$ cat src/rtl/bcd_10_2.sv
// Iterative BCD-to-binary converter: one digit per enabled cycle, MSD first, acc = acc*10 + digit.
// Optional invalid-digit detection is enabled by defining BCD_10_2_DIGIT_CHECK_EN.
module bcd_10_2 #(
  parameter int NUM_DIGITS = 3,
  parameter int BIN_WIDTH  = 10
) (
  input  logic                        clk,
  input  logic                        rst,
  input  logic                        ena,
  input  logic                        in_valid,
  output logic                        in_ready,
  input  logic [NUM_DIGITS-1:0][3:0]  digitIn,
  output logic                        out_valid,
  input  logic                        out_ready,
  output logic [BIN_WIDTH-1:0]        binOut,
  output logic                        ovf,
  output logic                        err
);

  localparam int CNT_W = (NUM_DIGITS > 1) ? $clog2(NUM_DIGITS) : 1;
  localparam int ACC_W = BIN_WIDTH + 4;

  typedef enum logic [1:0] {IDLE, CONV, DONE} state_t;

  state_t                       state;
  logic [NUM_DIGITS-1:0][3:0]   digitReg;
  logic [BIN_WIDTH-1:0]         acc;
  logic [CNT_W-1:0]             cnt;
  logic                         ovfSticky;
  logic                         errFlag;

  logic [ACC_W-1:0]             accWide;
  logic [ACC_W-1:0]             stepSum;
  logic                         stepOvf;
  logic [3:0]                   curDigit;
  logic                         inErr;

  assign in_ready = (state == IDLE) & ena;

  // The four spare accumulator bits can hold (2^BIN_WIDTH-1)*10+15, so any overflow shows up there.
  always_comb begin
    accWide  = {4'b0000, acc};
    curDigit = digitReg[cnt];
    stepSum  = (accWide << 3) + (accWide << 1) + ACC_W'(curDigit);
    stepOvf  = |stepSum[ACC_W-1:BIN_WIDTH];
  end

  always_comb begin
    inErr = 1'b0;
`ifdef BCD_10_2_DIGIT_CHECK_EN
    for (int k = 0; k < NUM_DIGITS; k++) begin
      if (digitIn[k] > 4'd9) inErr = 1'b1;
    end
`endif
  end

  always_ff @(posedge clk or negedge rst) begin
    if (!rst) begin
      state     <= IDLE;
      digitReg  <= '0;
      acc       <= '0;
      cnt       <= '0;
      ovfSticky <= 1'b0;
      errFlag   <= 1'b0;
      out_valid <= 1'b0;
      binOut    <= '0;
      ovf       <= 1'b0;
      err       <= 1'b0;
    end else if (ena) begin
      case (state)
        IDLE: begin
          if (in_valid) begin
            digitReg  <= digitIn;
            acc       <= '0;
            ovfSticky <= 1'b0;
            errFlag   <= inErr;
            cnt       <= CNT_W'(NUM_DIGITS - 1);
            state     <= CONV;
          end
        end
        CONV: begin
          acc       <= stepSum[BIN_WIDTH-1:0];
          ovfSticky <= ovfSticky | stepOvf;
          if (cnt == '0) begin
            state     <= DONE;
            out_valid <= 1'b1;
`ifdef BCD_10_2_DIGIT_CHECK_EN
            if (errFlag) begin
              binOut <= '0;
              ovf    <= 1'b0;
              err    <= 1'b1;
            end else begin
              binOut <= stepSum[BIN_WIDTH-1:0];
              ovf    <= ovfSticky | stepOvf;
              err    <= 1'b0;
            end
`else
            binOut <= stepSum[BIN_WIDTH-1:0];
            ovf    <= ovfSticky | stepOvf;
            err    <= errFlag;
`endif
          end else begin
            cnt <= cnt - 1'b1;
          end
        end
        DONE: begin
          if (out_ready) begin
            out_valid <= 1'b0;
            state     <= IDLE;
          end
        end
        default: state <= IDLE;
      endcase
    end
  end

endmodule
$ cat config.mk
export PLATFORM = sky130hd
export DESIGN_NAME = bcd_10_2
export DESIGN_NICKNAME = d
export VERILOG_FILES = /design/src/rtl/bcd_10_2.sv
export SDC_FILE = /design/constraint.sdc
export NUM_CORES = 1
export LEC_CHECK = 0
export CAP_MARGIN = 20
export CELL_PAD_IN_SITES_DETAIL_PLACEMENT = 2
export CELL_PAD_IN_SITES_GLOBAL_PLACEMENT = 2
export CORE_ASPECT_RATIO = 0.7
export CORE_MARGIN = 2
export CORE_UTILIZATION = 35
export DETAILED_ROUTE_END_ITERATION = 16
export GPL_TIMING_DRIVEN = 0
export PLACE_DENSITY = 0.89
export SLEW_MARGIN = 20
export SYNTH_ARGS = -nofsm -noshare
export SYNTH_HDL_FRONTEND = slang
export SYNTH_SLANG_ARGS = --single-unit
export TNS_END_PERCENT = 1
$ cat constraint.sdc
create_clock -name clk -period 3.9 [get_ports clk]
set_input_delay 0.78 -clock clk [delete_from_list [all_inputs] [get_ports clk]]
set_output_delay 0.78 -clock clk [all_outputs]
set_load 0.05 [all_outputs]
==> flow_summary.rst, run 1 <==
.. list-table::
   :header-rows: 1

   * - Metric
     - Value
   * - Result of the run
     - completed
   * - Post-synthesis cell type with the largest combined area
     - dfrtp_1
   * - Gr usage total
     - 20.34%
   * - Start-to-end type of the worst setup path
     - reg2reg
   * - Largest family of logic cells by synthesized area
     - compound AO/OA/AOI/OAI gates
   * - Number of top-level pins
     - 31
   * - GPL Wtd Cong
     - 0.8500
   * - Number of antenna violations at the first check in global routing
     - 0
   * - Count of final max-slew check failures
     - 0
   * - RR Startpoint
     - cnt[0]
   * - Instance count of the mapped netlist
     - 217
   * - Vias in the first global route
     - 2031
   * - Portion of synthesized cell area occupied by the leading cell type
     - 43.50%
   * - Number of warning messages in the yosys log
     - 0
   * - Area share of and/or/nand/nor cells after synthesis
     - 8.756%
   * - Sum of routed wire length over all layers
     - 6.624 mm
   * - Bufs on Longest Clock Path
     - 2
   * - Final antenna diode count
     - 0
   * - Worst-case headroom to the max-slew limit
     - 56.62%
   * - Period utilisation layout
     - 91.75%
   * - Critical path peak fanout
     - 6
   * - CTS root buf
     - clkbuf_8
   * - Count of flip-flops with a built-in enable after synthesis
     - 0
   * - Die Span X
     - 99.69 µm
   * - Setup repair after global routing missed its margin
     - false
   * - Power density normalized to cell area
     - 893.0 mW/mm²
   * - Initial DRT Pass Iterations
     - 4
   * - Worst clock skew
     - 0.004271 ns
   * - Routed vias/inst
     - 5.425
   * - Library cell with the highest instance count after synthesis
     - dfrtp_1
   * - Overall die area
     - 0.007076 mm²
   * - Layout cell share with drive strength beyond 1
     - 12.60%
   * - Global route total overflow
     - 0
   * - Pleak
     - 1.268 nW
   * - Post-CTS setup buffer count
     - 0
   * - Adder-cell area share of the yosys netlist
     - 12.94%
   * - Primary FF master, synth
     - dfrtp_1
   * - NumNets Final
     - 292
   * - Register bit count reported by yosys
     - 39
   * - Number of vias in the routed layout
     - 1801
   * - Number of violations reported at the end of detailed-routing iteration 0
     - 96
   * - Mean cell area of the mapped netlist
     - 10.34 µm²
   * - Max VDD drop
     - 0.3606 mV
   * - Post-synthesis sequential area ratio
     - 43.50%
   * - Detailed-placement wirelength estimate
     - 5.300 mm
   * - Final Hold Fails
     - 0
   * - Initial cell density of the core
     - 36.09%
   * - Port-buffer cells
     - 29
   * - Top cells by area in the synthesized netlist
     - dfrtp_1 44%, ha_1 11%, mux2_2 6.5%
   * - Setup violation total in the final timing report
     - 0
   * - Launching element type of the critical path
     - register
   * - Top post-synthesis cells by count
     - 39 x dfrtp_1, 26 x nand2_1, 21 x o21ai_0, 20 x ha_1, 15 x a21oi_1
   * - Proportion of synthesized flip-flops having asynchronous set or reset
     - 100.0%
   * - Clock slew at reported path FFs
     - 0.08 ns
   * - CTS tree
     - done
   * - # H-tree levels
     - 2
   * - Clock sink count
     - 39
   * - Flop-to-flop setup slack
     - 0.32 ns
   * - Synthesized Nets
     - 256
   * - Clock Latency Late Sink
     - 0.29 ns
   * - Instance count after placement with tap cells included
     - 325
   * - Post-detailed-route wirelength per cell
     - 19.95 µm
   * - Multiplexer area fraction after synthesis
     - 9.760%
   * - XOR/XNOR Fraction of Synth Area
     - 2.342%
   * - Wire length of the first global-routing pass
     - 11.10 mm
   * - Count of filler cells inserted in the layout
     - 652
   * - Die height
     - 70.99 µm
   * - Endpoint of the lowest-slack register-to-register path
     - ovf
   * - Number of placement rows
     - 24
   * - Core outline area
     - 0.006216 mm²
   * - Max-cap violations
     - 0
   * - Num CTS Buffers
     - 5
   * - Max Freq
     - 279.5 MHz
   * - WP data arrival
     - 3.74 ns
   * - Synthesis-to-finish area growth
     - 22.14%
   * - Combined area of the multi-input logic cells
     - 0.001184 mm²
   * - Final critical-path required period
     - 3.578 ns
   * - Final Instance Count excl. Fillers
     - 332
   * - Number of cell instances on the worst register-to-register path
     - 13
   * - WP data required
     - 4.07 ns
   * - Total Negative Setup Slacks
     - 0 ns
   * - Compound-gate portion of the synthesized area
     - 18.68%
   * - Antenna Violating Nets Remaining
     - 0
   * - Post-Syn Area
     - 0.002243 mm²
   * - Drc violations
     - 0
   * - Class of the most critical hold timing path
     - in2async
   * - Storage cell area
     - 978.4 µm²
   * - Critical Path End Type
     - register
   * - Pin slew with the least headroom to its limit
     - 0.6439 ns
   * - Maximum number of pins on one net before global-route repair
     - 23
   * - Distinct cell type count after synthesis
     - 43
-- through the flow --
stage	setup WS (ns)	instance area, µm²	total power [W]	hold WS, ns	utilization (%)
floorplan	0.6707	2243	0.001691	0.4578	-
global placement	0.1869	2631	0.002084	0.4621	42.33
CTS	0.07917	2739	0.002465	0.4322	44.06
global route	0.08510	2740	0.002650	0.4462	44.08
finish	0.3218	2740	0.002447	0.4331	44.08
detailed placement	0.1036	2654	0.002171	0.4809	42.69
-- sequential cells by signal (all words and copies together) (netlist names) --
register and count:
acc 10, cnt 2, ovfSticky 1, digitReg 12
ovf 1, binOut 10, state 2, out_valid 1
-- layout by cell type, fill, tap and decap left out, drive strengths merged, types with 3 or more instances in the layout --
cell,n
mux2,15
a21oi,15
mux2i,5
buf,8
a21o,3
ha,20
clkbuf,10
clkdlybuf4s50,28
xnor2,3
o211ai,3
o211a,3
o21ai,23
xor2,3
a22o,3
nor2,9
nand2,26
inv,7
dfrtp,39
-- critical path, stage by stage (launching register included) --
cell      delay (ns)
dfrtp_2         0.44
inv_1           0.12
nor2_2          0.24
nand2_1         0.09
o21ai_0         0.10
ha_1            0.27
ha_1            0.24
fa_1            0.44
a211o_1         0.35
nand4_1         0.10
a21oi_1         0.07
or4_1           0.57
a211oi_2        0.36
o21ai_1         0.09
-- timing repair --
item | 4_1_cts | 5_1_grt
hold buffers | 0 | 0
setup endpoints to repair | 0 | 2
gates resized for setup | 0 | 3
-- kinds of logic (layout without fill, tap and decap cells) --
family / after synthesis / after routing
compound gates: 65 / 65
xor+xnor: 6 / 6
fa+ha+maj: 22 / 22
buf+inv: 18 / 55
flops: 39 / 39
mux: 20 / 20
other cells: 1 / 1
simple gates: 46 / 46
-- report_power, final --
group	switching [W]	internal (W)
combinational	0.000872	0.000549
sequential	0.000165	0.000588
clock	0.000147	0.000125
total	0.00118	0.00126
-- area by class of cell --
cell class	instances	share of cell area (%)
Buffer	10	2.055
Clock buffer	6	2.648
Clock inverter	2	0.4566
Inverter	7	0.9589
Multi-Input combinational cell	160	43.20
Sequential cell	39	35.71
Tap cell	78	3.562
Timing Repair Buffer	30	11.42
-- worst max path at each step --
stage | slack [ns] | end | from | cells past startpoint
4_1_cts | 0.08 | ovf | cnt[1] | 13
5_1_grt | 0.09 | ovf | cnt[0] | 13
3_5_place_dp | 0.10 | ovf | cnt[1] | 13
2_1_floorplan | 0.67 | ovf | cnt[1] | 13
6_report | 0.32 | ovf | cnt[0] | 13
3_3_place_gp | 0.19 | ovf | cnt[1] | 13
-- layer usage --
layer	wire length, µm	vias to the layer above	track usage, %
met3	182	2	3.557
met1	3425	919	30.39
met2	2995	29	31.53
met4	21	0	3.349
met5	0	-	0
li1	-	851	-
Note: power is estimated with default switching activity, not from simulation.
==> run 2: changes to the inputs <==
Settings changed: ABC_AREA from default to 1, CORE_UTILIZATION 35 to 33, MAX_ROUTING_LAYER from default to met4.
==> run 2 against run 1 <==
Compared with the run above: register-to-register slack better by 0.44 ns; sequential power is 2% lower; highest routed layer unchanged; via count is 14% higher; global-route usage is 0.064 points higher.
==> flow_summary.rst, run 2 <==
.. list-table::
   :header-rows: 1

   * - Metric
     - Value
   * - Launching element type of the critical path
     - input port
   * - Result of the run
     - completed
   * - Initial cell density of the core
     - 33.66% (-2.4 points)
   * - Synthesized Nets
     - 323 (+26%)
   * - Area share of and/or/nand/nor cells after synthesis
     - 22.60% (+14 points)
   * - Max-cap violations
     - 0 (unchanged)
   * - Post-synthesis sequential area ratio
     - 40.33% (-3.2 points)
   * - Bufs on Longest Clock Path
     - 2 (unchanged)
   * - CTS root buf
     - clkbuf_8
   * - Instance count of the mapped netlist
     - 284 (+31%)
   * - Port-buffer cells
     - 29 (unchanged)
   * - Largest family of logic cells by synthesized area
     - simple AND/OR/NAND/NOR gates
   * - Worst-case headroom to the max-slew limit
     - 62.82% (+6.2 points)
   * - Setup repair after global routing missed its margin
     - false
   * - Core outline area
     - 0.007189 mm² (+16%)
   * - Top cells by area in the synthesized netlist
     - dfrtp_1 40%, nand2_1 13%, ha_1 10%
   * - Number of placement rows
     - 26 (+8.3%)
   * - Commonest cells after routing, fill and taps aside
     - 83 x nand2_1, 39 x dfrtp_1, 36 x inv_1
   * - Layout cell share with drive strength beyond 1
     - 12.42% (-0.18 points)
   * - Register ranked first by flip-flop count
     - digitReg
   * - Instance count after placement with tap cells included
     - 412 (+27%)
   * - Num CTS Buffers
     - 5 (unchanged)
   * - Start-to-end type of the worst setup path
     - in2out
   * - NumNets Final
     - 360 (+23%)
   * - Power density normalized to cell area
     - 871.3 mW/mm² (-2.4%)
   * - WP data arrival
     - 2.42 ns (-1.32 ns)
   * - Setup violation total in the final timing report
     - 0 (unchanged)
   * - Proportion of synthesized flip-flops having asynchronous set or reset
     - 100.0% (unchanged)
   * - Post-synthesis cell type with the largest combined area
     - dfrtp_1
   * - Period utilisation layout
     - 82.04% (-9.7 points)
   * - GPL Wtd Cong
     - 0.8100 (-4.7%)
   * - Top post-synthesis cells by count
     - 83 x nand2_1, 39 x dfrtp_1, 36 x inv_1, 20 x ha_1, 17 x nor2_1
   * - Most frequent standard cell in the layout excluding fill and tap cells
     - nand2_1
   * - Max Freq
     - 312.6 MHz (+12%)
   * - Switching Share
     - 48.75% (+0.36 points)
   * - Primary FF master, synth
     - dfrtp_1
   * - # H-tree levels
     - 2 (unchanged)
   * - Switching power total
     - 0.001263 W (+6.6%)
   * - Routed vias/inst
     - 4.886 (-9.9%)
   * - Number of top-level pins
     - 31 (unchanged)
   * - Compound-gate portion of the synthesized area
     - 9.462% (-9.2 points)
   * - Registers with the highest flip-flop counts
     - digitReg: 12 flops, acc: 10 flops, binOut: 10 flops
   * - Cell-internal power
     - 0.001327 W (+5.1%)
   * - Post-CTS setup buffer count
     - 0 (unchanged)
   * - Instance area after placement
     - 0.002855 mm² (+7.6%)
   * - Synthesis-to-finish area growth
     - 22.85%
   * - Count of flip-flops with a built-in enable after synthesis
     - 0 (unchanged)
   * - Sum of routed wire length over all layers
     - 7.605 mm (+15%)
   * - Die Span X
     - 106.4 µm (+6.7%)
   * - Class of the most critical hold timing path
     - in2async
   * - Register bit count reported by yosys
     - 39 (unchanged)
   * - Number of vias in the routed layout
     - 2052 (+14%)
   * - Pin slew with the least headroom to its limit
     - 0.5577 ns (-0.08628 ns)
   * - Worst hold-check slack
     - 0.4656 ns (+0.03256 ns)
   * - Maximum number of pins on one net before global-route repair
     - 22 (-4.3%)
   * - Critical path peak fanout
     - 4 (-2)
   * - Post-detailed-route wirelength per cell
     - 18.11 µm (-9.2%)
   * - Number of antenna violations at the first check in global routing
     - 0 (unchanged)
   * - Post-Syn Area
     - 0.002420 mm² (+7.9%)
   * - Initial DRT Pass Iterations
     - 4 (unchanged)
   * - Clock sink count
     - 39 (unchanged)
   * - Hold buffer count at CTS
     - 0 (unchanged)
   * - Reg power frac
     - 28.5% (-2.3 points)
   * - Count of filler cells inserted in the layout
     - 815 (+25%)
   * - WP data required
     - 3.12 ns (-0.95 ns)
   * - CTS tree
     - done
   * - Drc violations
     - 0 (unchanged)
   * - XOR/XNOR Fraction of Synth Area
     - 1.810% (-0.53 points)
   * - Antenna Violating Nets Remaining
     - 0 (unchanged)
   * - Number of warning messages in the yosys log
     - 0 (unchanged)
   * - Overall die area
     - 0.008045 mm² (+14%)
   * - Global route total overflow
     - 0 (unchanged)
   * - Share of power burned in combinational logic
     - 57.3% (-0.8 points)
   * - Final Instance Count excl. Fillers
     - 420 (+27%)
   * - Final Hold Fails
     - 0 (unchanged)
   * - End-of-flow core utilization
     - 41.35% (-2.7 points)
   * - Post_cts resized
     - 0 (unchanged)
   * - Max reg flops
     - 12 (unchanged)
   * - Final antenna diode count
     - 0 (unchanged)
   * - Number of violations reported at the end of detailed-routing iteration 0
     - 81 (-16%)
   * - Mean cell area of the mapped netlist
     - 8.520 µm² (-18%)
   * - Die height
     - 75.65 µm (+6.6%)
   * - Share of power burned in the clock network
     - 14.1% (+3.0 points)
   * - Critical Path End Type
     - output pin
   * - Vias in the first global route
     - 2233 (+9.9%)
   * - Max VDD drop
     - 0.2688 mV (-25%)
   * - Pleak
     - 1.550 nW (+22%)
   * - Worst clock skew
     - 0.008564 ns (+0.004293 ns)
   * - Detailed-placement wirelength estimate
     - 6.044 mm (+14%)
   * - Final critical-path required period
     - 3.199 ns (-0.3789 ns)
   * - Clock slew at reported path FFs
     - 0.08 ns (about the same)
   * - Final design area excluding fillers
     - 0.002973 mm² (+8.5%)
   * - Wire length of the first global-routing pass
     - 11.84 mm (+6.6%)
   * - Clock Latency Late Sink
     - 0.29 ns (about the same)
   * - Library cell with the highest instance count after synthesis
     - nand2_1
   * - Count of final max-slew check failures
     - 0 (unchanged)
   * - Gr usage total
     - 20.40% (+0.064 points)
   * - Portion of synthesized cell area occupied by the leading cell type
     - 40.33% (-3.2 points)
   * - Total Negative Setup Slacks
     - 0 ns (unchanged)
   * - Flop-to-flop setup slack
     - 0.76 ns (+0.44 ns)
   * - Adder-cell area share of the yosys netlist
     - 12.00% (-0.94 points)
   * - Multiplexer area fraction after synthesis
     - 6.205% (-3.6 points)
   * - Distinct cell type count after synthesis
     - 34 (-21%)
run 2: cell types whose count changed after synthesis, sizes merged, moves of 4 or more:
cell	delta
inv	+33
clkbuf	-5
mux2i	-5
o21ai	-4
mux2	-4
a21oi	-5
nor2	+12
nand2	+60
nand3	+9
run 2: metal layers:
metal / vias to the layer above / GRT usage [%] / wire length, µm
li1: 985 / - / -
met1: 1025 / 27.11 / 3683
met2: 40 / 34.54 / 3631
met3: 2 / 3.251 / 262
met4: 0 / 2.193 / 27
met5: - / - / 0
run 2: kinds of logic (layout without fill, tap and decap cells):
family                   Yosys count  in the layout
other                              1              1
AO/OA/AOI/OAI                     37             37
flip-flops                        39             39
multiplexers                      11             11
XOR/XNOR                           5              5
buffers and inverters             43             81
adder cells (fa/ha/maj)           22             22
AND/OR/NAND/NOR                  126            126
run 2: worst paths after layout:
check,end,cells past startpoint,start
max reg2reg,ovfSticky,16,cnt[0]
max,in_ready,4,ena
max in group asynchronous,digitReg[7],2,rst
min,ovfSticky,1,rst
min reg2reg,binOut[8],2,binOut[8]
min in group clk,binOut[8],2,binOut[8]
run 2: per-stage QoR:
step,setup WS (ns),total power [W]
after floorplan,1.406,0.001720
after global placement,0.7204,0.002097
after detailed placement,0.7215,0.002227
after CTS,0.6946,0.002612
after global routing,0.5740,0.002798
final,0.7006,0.002590
run 2: critical path, cell delays in order:
cell and delay, ns:
clkdlybuf4s50_1 0.55, nand2_4 0.12, nor2_4 0.14, clkdlybuf4s50_1 0.83
run 2: area by class of cell:
class / count / area, µm² / share of cell area, %
Clock buffer: 6 / 82.58 / 2.778
Multi-Input combinational cell: 202 / 1264 / 42.51
Clock inverter: 2 / 35.03 / 1.178
Sequential cell: 39 / 975.9 / 32.83
Tap cell: 98 / 122.6 / 4.125
Inverter: 40 / 150.1 / 5.051
Timing Repair Buffer: 30 / 312.8 / 10.52
Buffer: 3 / 30.03 / 1.010
run 2: power by group through the flow:
| stage | sequential (W) | combinational [W] | clock, W |
|---|---|---|---|
| after floorplan | 0.000868 | 0.000853 | 0 |
| after global placement | 0.000729 | 0.00137 | 0 |
| after detailed placement | 0.000747 | 0.00148 | 0 |
| after CTS | 0.000742 | 0.00150 | 0.000370 |
| after global routing | 0.000766 | 0.00165 | 0.000386 |
| final | 0.000739 | 0.00149 | 0.000366 |
==> run 3: changes to the inputs <==
Clock period 3.9 ns to 3.1 ns, I/O delays scaled along.
==> run 3 against run 2 <==
Compared with the run above: clock skew hardly changed; highest routed layer unchanged; clock-buffer cell count stayed put; sequential share of layout area is 0.054 points lower; die area unchanged; non-clock buffer count is the same.
==> flow_summary.rst, run 3 (synthesis gave the netlist of run 2 again) <==
.. list-table::
   :header-rows: 1

   * - Metric
     - Value
   * - Result of the run
     - completed
   * - Origin of the worst setup path
     - ena
   * - Critical path peak fanout
     - 4 (unchanged)
   * - Switching power total
     - 0.001602 W (+27%)
   * - Worst clock skew
     - 0.009054 ns (+0.0004905 ns)
   * - Registers with the highest flip-flop counts
     - digitReg: 12 flops, acc: 10 flops, binOut: 10 flops
   * - Initial cell density of the core
     - 33.66% (unchanged)
   * - Clock sink count
     - 39 (unchanged)
   * - Switching Share
     - 48.87% (+0.12 points)
   * - Cell-internal power
     - 0.001676 W (+26%)
   * - Setup violation total in the final timing report
     - 0 (unchanged)
   * - Cell breakdown of the critical path
     - clkdlybuf4s50_1 > nand2_4 > nor2_4 > clkdlybuf4s50_1
   * - Layout cell share with drive strength beyond 1
     - 13.98% (+1.6 points)
   * - NumNets Final
     - 360 (unchanged)
   * - Core outline area
     - 0.007189 mm² (unchanged)
   * - Final antenna diode count
     - 0 (unchanged)
   * - Worst-case headroom to the max-slew limit
     - 63.23% (+0.41 points)
   * - Gr usage total
     - 20.40% (unchanged)
   * - Sum of routed wire length over all layers
     - 7.607 mm (about the same)
   * - Post-detailed-route wirelength per cell
     - 18.11 µm (about the same)
   * - Final Hold Fails
     - 0 (unchanged)
   * - Bufs on Longest Clock Path
     - 2 (unchanged)
   * - Final design area excluding fillers
     - 0.002982 mm² (+0.29%)
   * - Flop-to-flop setup slack
     - 0.22 ns (-0.54 ns)
   * - WP data arrival
     - 2.27 ns (-0.15 ns)
   * - Detailed-placement wirelength estimate
     - 6.044 mm (unchanged)
   * - WP data required
     - 2.48 ns (-0.64 ns)
   * - Worst hold-check slack
     - 0.3018 ns (-0.1639 ns)
   * - Number of cell instances on the worst register-to-register path
     - 16 (unchanged)
   * - Reg power frac
     - 28.7% (+0.2 points)
   * - Maximum number of pins on one net before global-route repair
     - 22 (unchanged)
   * - RR Startpoint
     - cnt[0]
   * - Count of final max-slew check failures
     - 0 (unchanged)
   * - # H-tree levels
     - 2 (unchanged)
   * - Levels on crit path
     - 4 (unchanged)
   * - Number of top-level pins
     - 31 (unchanged)
   * - CTS root buf
     - clkbuf_8
   * - Global route total overflow
     - 0 (unchanged)
   * - Power density normalized to cell area
     - 1100 mW/mm² (+26%)
   * - Family of cells with the greatest summed delay on the critical path
     - buffers and inverters
   * - Overall die area
     - 0.008045 mm² (unchanged)
   * - Number of placement rows
     - 26 (unchanged)
   * - Post_cts resized
     - 1 (+1)
   * - Register ranked first by flip-flop count
     - digitReg
   * - Number of antenna violations at the first check in global routing
     - 0 (unchanged)
   * - GPL Wtd Cong
     - 0.8100 (unchanged)
   * - Max reg flops
     - 12 (unchanged)
   * - Clock Latency Late Sink
     - 0.30 ns (about the same)
   * - Pin slew with the least headroom to its limit
     - 0.5516 ns (-0.006106 ns)
   * - Max Freq
     - 346.5 MHz
   * - Count of buffering cells on the critical path with inverters included
     - 2 (unchanged)
   * - Critical path's largest stage delay
     - 0.83 ns (about the same)
   * - Hold buffer count at CTS
     - 0 (unchanged)
   * - Port-buffer cells
     - 29 (unchanged)
   * - Die height
     - 75.65 µm (unchanged)
   * - Most frequent standard cell in the layout excluding fill and tap cells
     - nand2_1
   * - Share of power burned in the clock network
     - 14.1% (about the same)
   * - Endpoint of the lowest-slack register-to-register path
     - ovfSticky
   * - CTS tree
     - done
   * - Number of violations reported at the end of detailed-routing iteration 0
     - 59 (-27%)
   * - Routed vias/inst
     - 4.883 (about the same)
   * - Synthesis-to-finish area growth
     - 23.22%
   * - Drc violations
     - 0 (unchanged)
   * - Launching element type of the critical path
     - input port
   * - Slowest cell on the critical path
     - clkdlybuf4s50_1
   * - Wire length of the first global-routing pass
     - 11.84 mm (unchanged)
   * - Critical Path End Type
     - output pin
   * - Initial DRT Pass Iterations
     - 4 (unchanged)
   * - Total Negative Setup Slacks
     - 0 ns (unchanged)
   * - Setup repair after global routing missed its margin
     - false
   * - Number of vias in the routed layout
     - 2051 (-0.049%)
   * - Final critical-path required period
     - 2.886 ns
   * - Share of power burned in combinational logic
     - 57.2% (about the same)
   * - End-of-flow core utilization
     - 41.47% (+0.12 points)
   * - Max VDD drop
     - 0.3401 mV (+27%)
   * - Antenna Violating Nets Remaining
     - 0 (unchanged)
   * - Clock slew at reported path FFs
     - 0.09 ns (about the same)
   * - Post-CTS setup buffer count
     - 0 (unchanged)
   * - Start-to-end type of the worst setup path
     - in2out
   * - Instance area after placement
     - 0.002855 mm² (unchanged)
   * - Num CTS Buffers
     - 5 (unchanged)
   * - Max-cap violations
     - 0 (unchanged)
   * - Period utilisation layout
     - 93.10%
   * - Commonest cells after routing, fill and taps aside
     - 83 x nand2_1, 38 x dfrtp_1, 34 x inv_1
   * - Die Span X
     - 106.4 µm (unchanged)
   * - Critical Path Most Common Cell
     - clkdlybuf4s50_1
   * - Pleak
     - 1.545 nW (-0.36%)
   * - Vias in the first global route
     - 2233 (unchanged)
   * - Class of the most critical hold timing path
     - in2async
-- run 3: cell types whose count changed in the layout (fill, tap and decap cells not counted) --
cell     change
nor2_2       +1
dfrtp_2      +1
dfrtp_1      -1
inv_2        +1
fa_2         +1
inv_4        +1
nor2_1       -1
fa_1         -1
inv_1        -2
-- run 3: worst max path at each step --
stage | end | slack [ns]
after floorplan | ovf | 0.61
after global placement | ovfSticky | 0.18
after detailed placement | ovfSticky | 0.02
after CTS | ovfSticky | 0.02
after global routing | ovfSticky | 0.07
final | in_ready | 0.21
-- run 3: through the flow --
| stage | cells | power [W] | setup slack [ns] |
|---|---|---|---|
| finish | 420 | 0.003279 | 0.2139 |
| floorplan | 284 | 0.002164 | 0.6061 |
| global placement | 411 | 0.002638 | 0.1829 |
| detailed placement | 412 | 0.002802 | 0.02113 |
| CTS | 420 | 0.003287 | 0.01537 |
| global route | 420 | 0.003536 | 0.06924 |
-- run 3: layout make-up --
type	count	area, µm²
sequential	39	977.2
tap	98	122.6
clock inverter	2	35.03
inverter	40	152.6
clock buffer	6	82.58
timing repair buffer	30	312.8
fill	819	4208
buffer	3	30.03
multi-input combinational	202	1269
-- run 3: power by group through the flow --
stage / Sequential (W) / Combinational, W / Clock (W)
final: 0.000941 / 0.00187 / 0.000463
after global routing: 0.000971 / 0.00208 / 0.000487
after CTS: 0.000934 / 0.00189 / 0.000466
after detailed placement: 0.000940 / 0.00186 / 0
after global placement: 0.000917 / 0.00172 / 0
after floorplan: 0.00109 / 0.00107 / 0
-- run 3: per-layer routing --
layer / global-route usage [%] / wire length (µm) / up-vias
li1: - / - / 985
met3: 3.251 / 234 / 8
met4: 2.193 / 52 / 0
met2: 34.54 / 3649 / 35
met1: 27.11 / 3670 / 1023
met5: - / 0 / -
==> patch, RTL diff (config.mk and constraints of run 2) <==
The 3 states of `state_t` get a one-hot encoding in 3 bits.
--- a/src/rtl/bcd_10_2.sv
+++ b/src/rtl/bcd_10_2.sv
@@ -21,5 +21,5 @@
   localparam int ACC_W = BIN_WIDTH + 4;
 
-  typedef enum logic [1:0] {IDLE, CONV, DONE} state_t;
+  typedef enum logic [2:0] {IDLE = 3'b001, CONV = 3'b010, DONE = 3'b100} state_t;
 
   state_t                       state;
Check against the original RTL: no difference found for any inputs over 4 cycles, from zero or initial values and one cycle with rst low; so few cycles prove little.
==> patch against run 2 <==
Cell area grew 0.21%. Power shrank 14%. Die area grew 1.8%. Synthesized area is 1.9% higher. Sequential cell count increased by 1. Combinational power decreased by 18%. Fmax rose by 0.64%. Worst setup slack better by 0.020 ns. Via count increased by 8.4%. Routed wire length is 4.8% higher. Critical path type unchanged. Critical endpoint unchanged. Largest power group unchanged.
==> patch: results (changes against run 2) <==
[clock_tree]
clk-insertion-delay-late_ns=0.29  ; about the same
cts.clk_slew.worst_paths_ns=0.08  ; about the same
numCtsBuffers=5  ; unchanged
h-tree-depth=2  ; unchanged
root_buffer=clkbuf_8
post_cts_resized=0  ; unchanged
cts_max_path_buffers=2  ; unchanged
cts_setup_buffers=0  ; unchanged

[global_route]
antenna_found_initial=0  ; unchanged
grt_max_degree=30  ; +36%
grt_use_met3=0.0282  ; -0.00428
grtUsageMet1=0.308  ; +0.0369
grt_pass1_vias=2454  ; +9.9%
grt_pass1_wl_um=13300  ; +12%
grt_use_met2=0.339  ; -0.00683
grt_use_total=0.216  ; +0.0117

[route]
detail_route.first_pass.iterations=4  ; unchanged
vias=2225  ; +8.4%
routed_wl_um=7970  ; +4.8%
drt_iter0_drc=90  ; +11%
drtAntennaViolNets=0  ; unchanged

[cells_and_area]
num_antenna_cells=0  ; unchanged
final-instance-count-excl-fill=449  ; +6.9%
reg.largest.list=digitReg: 12 flops, acc: 10 flops, binOut: 10 flops
drive_gt1_frac=0.0826  ; -0.0416
final_core_util=0.411  ; -0.00285
final_nets=389  ; +8.1%

[placement]
port_buffers=29  ; unchanged
hpwl_um=6350  ; +5.0%
pre_cts_ws_ns=0.719  ; -0.00257 ns
gp_congestion=0.803  ; -0.93%
placedCellCount=441  ; +7.0%
dpl_cell_area_um2=2890  ; +1.4%

[sta]
fin_skew_ns=0.00468  ; -0.00389 ns
max_slew_margin=0.657  ; +0.0285

[worst_setup_path]
arrival_ns=2.40  ; -0.02 ns
worstPathMaxFanout=4  ; unchanged

[status]
status=complete, no violations

[synth]
yosys-top-cells-count=nand2_1, dfrtp_1, inv_1, ha_1, nor2_1
yosysSeqAreaShare=0.406  ; +0.00308
synth_ff_type=dfrtp_1
synth_area_leaders=dfrtp_1, nand2_1, ha_1, inv_1, nand3_1
yosysWarnings=0  ; unchanged
yosysUniqueCellTypes=35  ; +2.9%
async_flop_share=1.00  ; unchanged
synthCells=313  ; +10%
synth_nets=352  ; +9.0%

[hold_path]
hold_class=primary input to asynchronous set/reset pin

[power_and_ir_drop]
p_leak_nw=1.62  ; +4.3%
vdd_drop_max_mv=0.292  ; +8.6%

==> patch: cell types whose count changed in the layout (fill, tap and decap cells not counted), sizes merged, moves of 2 or more <==
cell   change
nand2     +31
mux2      -11
inv        +3
o31ai      +3
nand3      +2
nor2       -2
o21ai      +2
==> patch: critical path, stage by stage <==
cell             delay [ns]
clkdlybuf4s50_1        0.50
inv_1                  0.14
nor2_1                 0.15
clkdlybuf4s50_1        0.82
==> patch: final timing paths <==
path,start,end,slack (ns),cells after the start
max in group asynchronous,rst,state[0],3.00,2
worst max register to register,cnt[0],acc[8],0.80,12
min in group clk,digitReg[2],digitReg[2],0.49,2
worst min-delay path,rst,digitReg[10],0.37,1
worst max-delay path,ena,in_ready,0.72,4
worst min register to register,digitReg[2],digitReg[2],0.49,2
==> patch: cell type report <==
class	instances	area, um2
clock buffer	6	72.6
tap	98	123
clock inverter	2	12.5
buffer	5	38.8
fill	849	4280
timing repair buffer	30	305
sequential	40	1000
inverter	43	164
multi-input combinational	225	1260
==> patch: where the power goes <==
group	switching, W	internal (W)	leakage (nW)
logic	0.000820	0.000403	1.06
clock network	0.000152	0.000125	0.0412
registers	0.000141	0.000584	0.511
==> patch: routing by layer <==
layer  routed length, um  part of all wire
met5                   0                 0
met3                 165             0.021
met4                  40            0.0050
met2                3790              0.48
met1                3970              0.50
==> patch: cell families (layout without fill, tap and decap cells) <==
group	after synthesis	after routing	share of synthesized area
AND/OR/NAND/NOR	156	156	0.272
buffers and inverters	48	86	0.0822
AO/OA/AOI/OAI	41	41	0.102
flip-flops	40	40	0.406
adder cells (fa/ha/maj)	22	22	0.118
XOR/XNOR	5	5	0.0178
other	1	1	0.00152
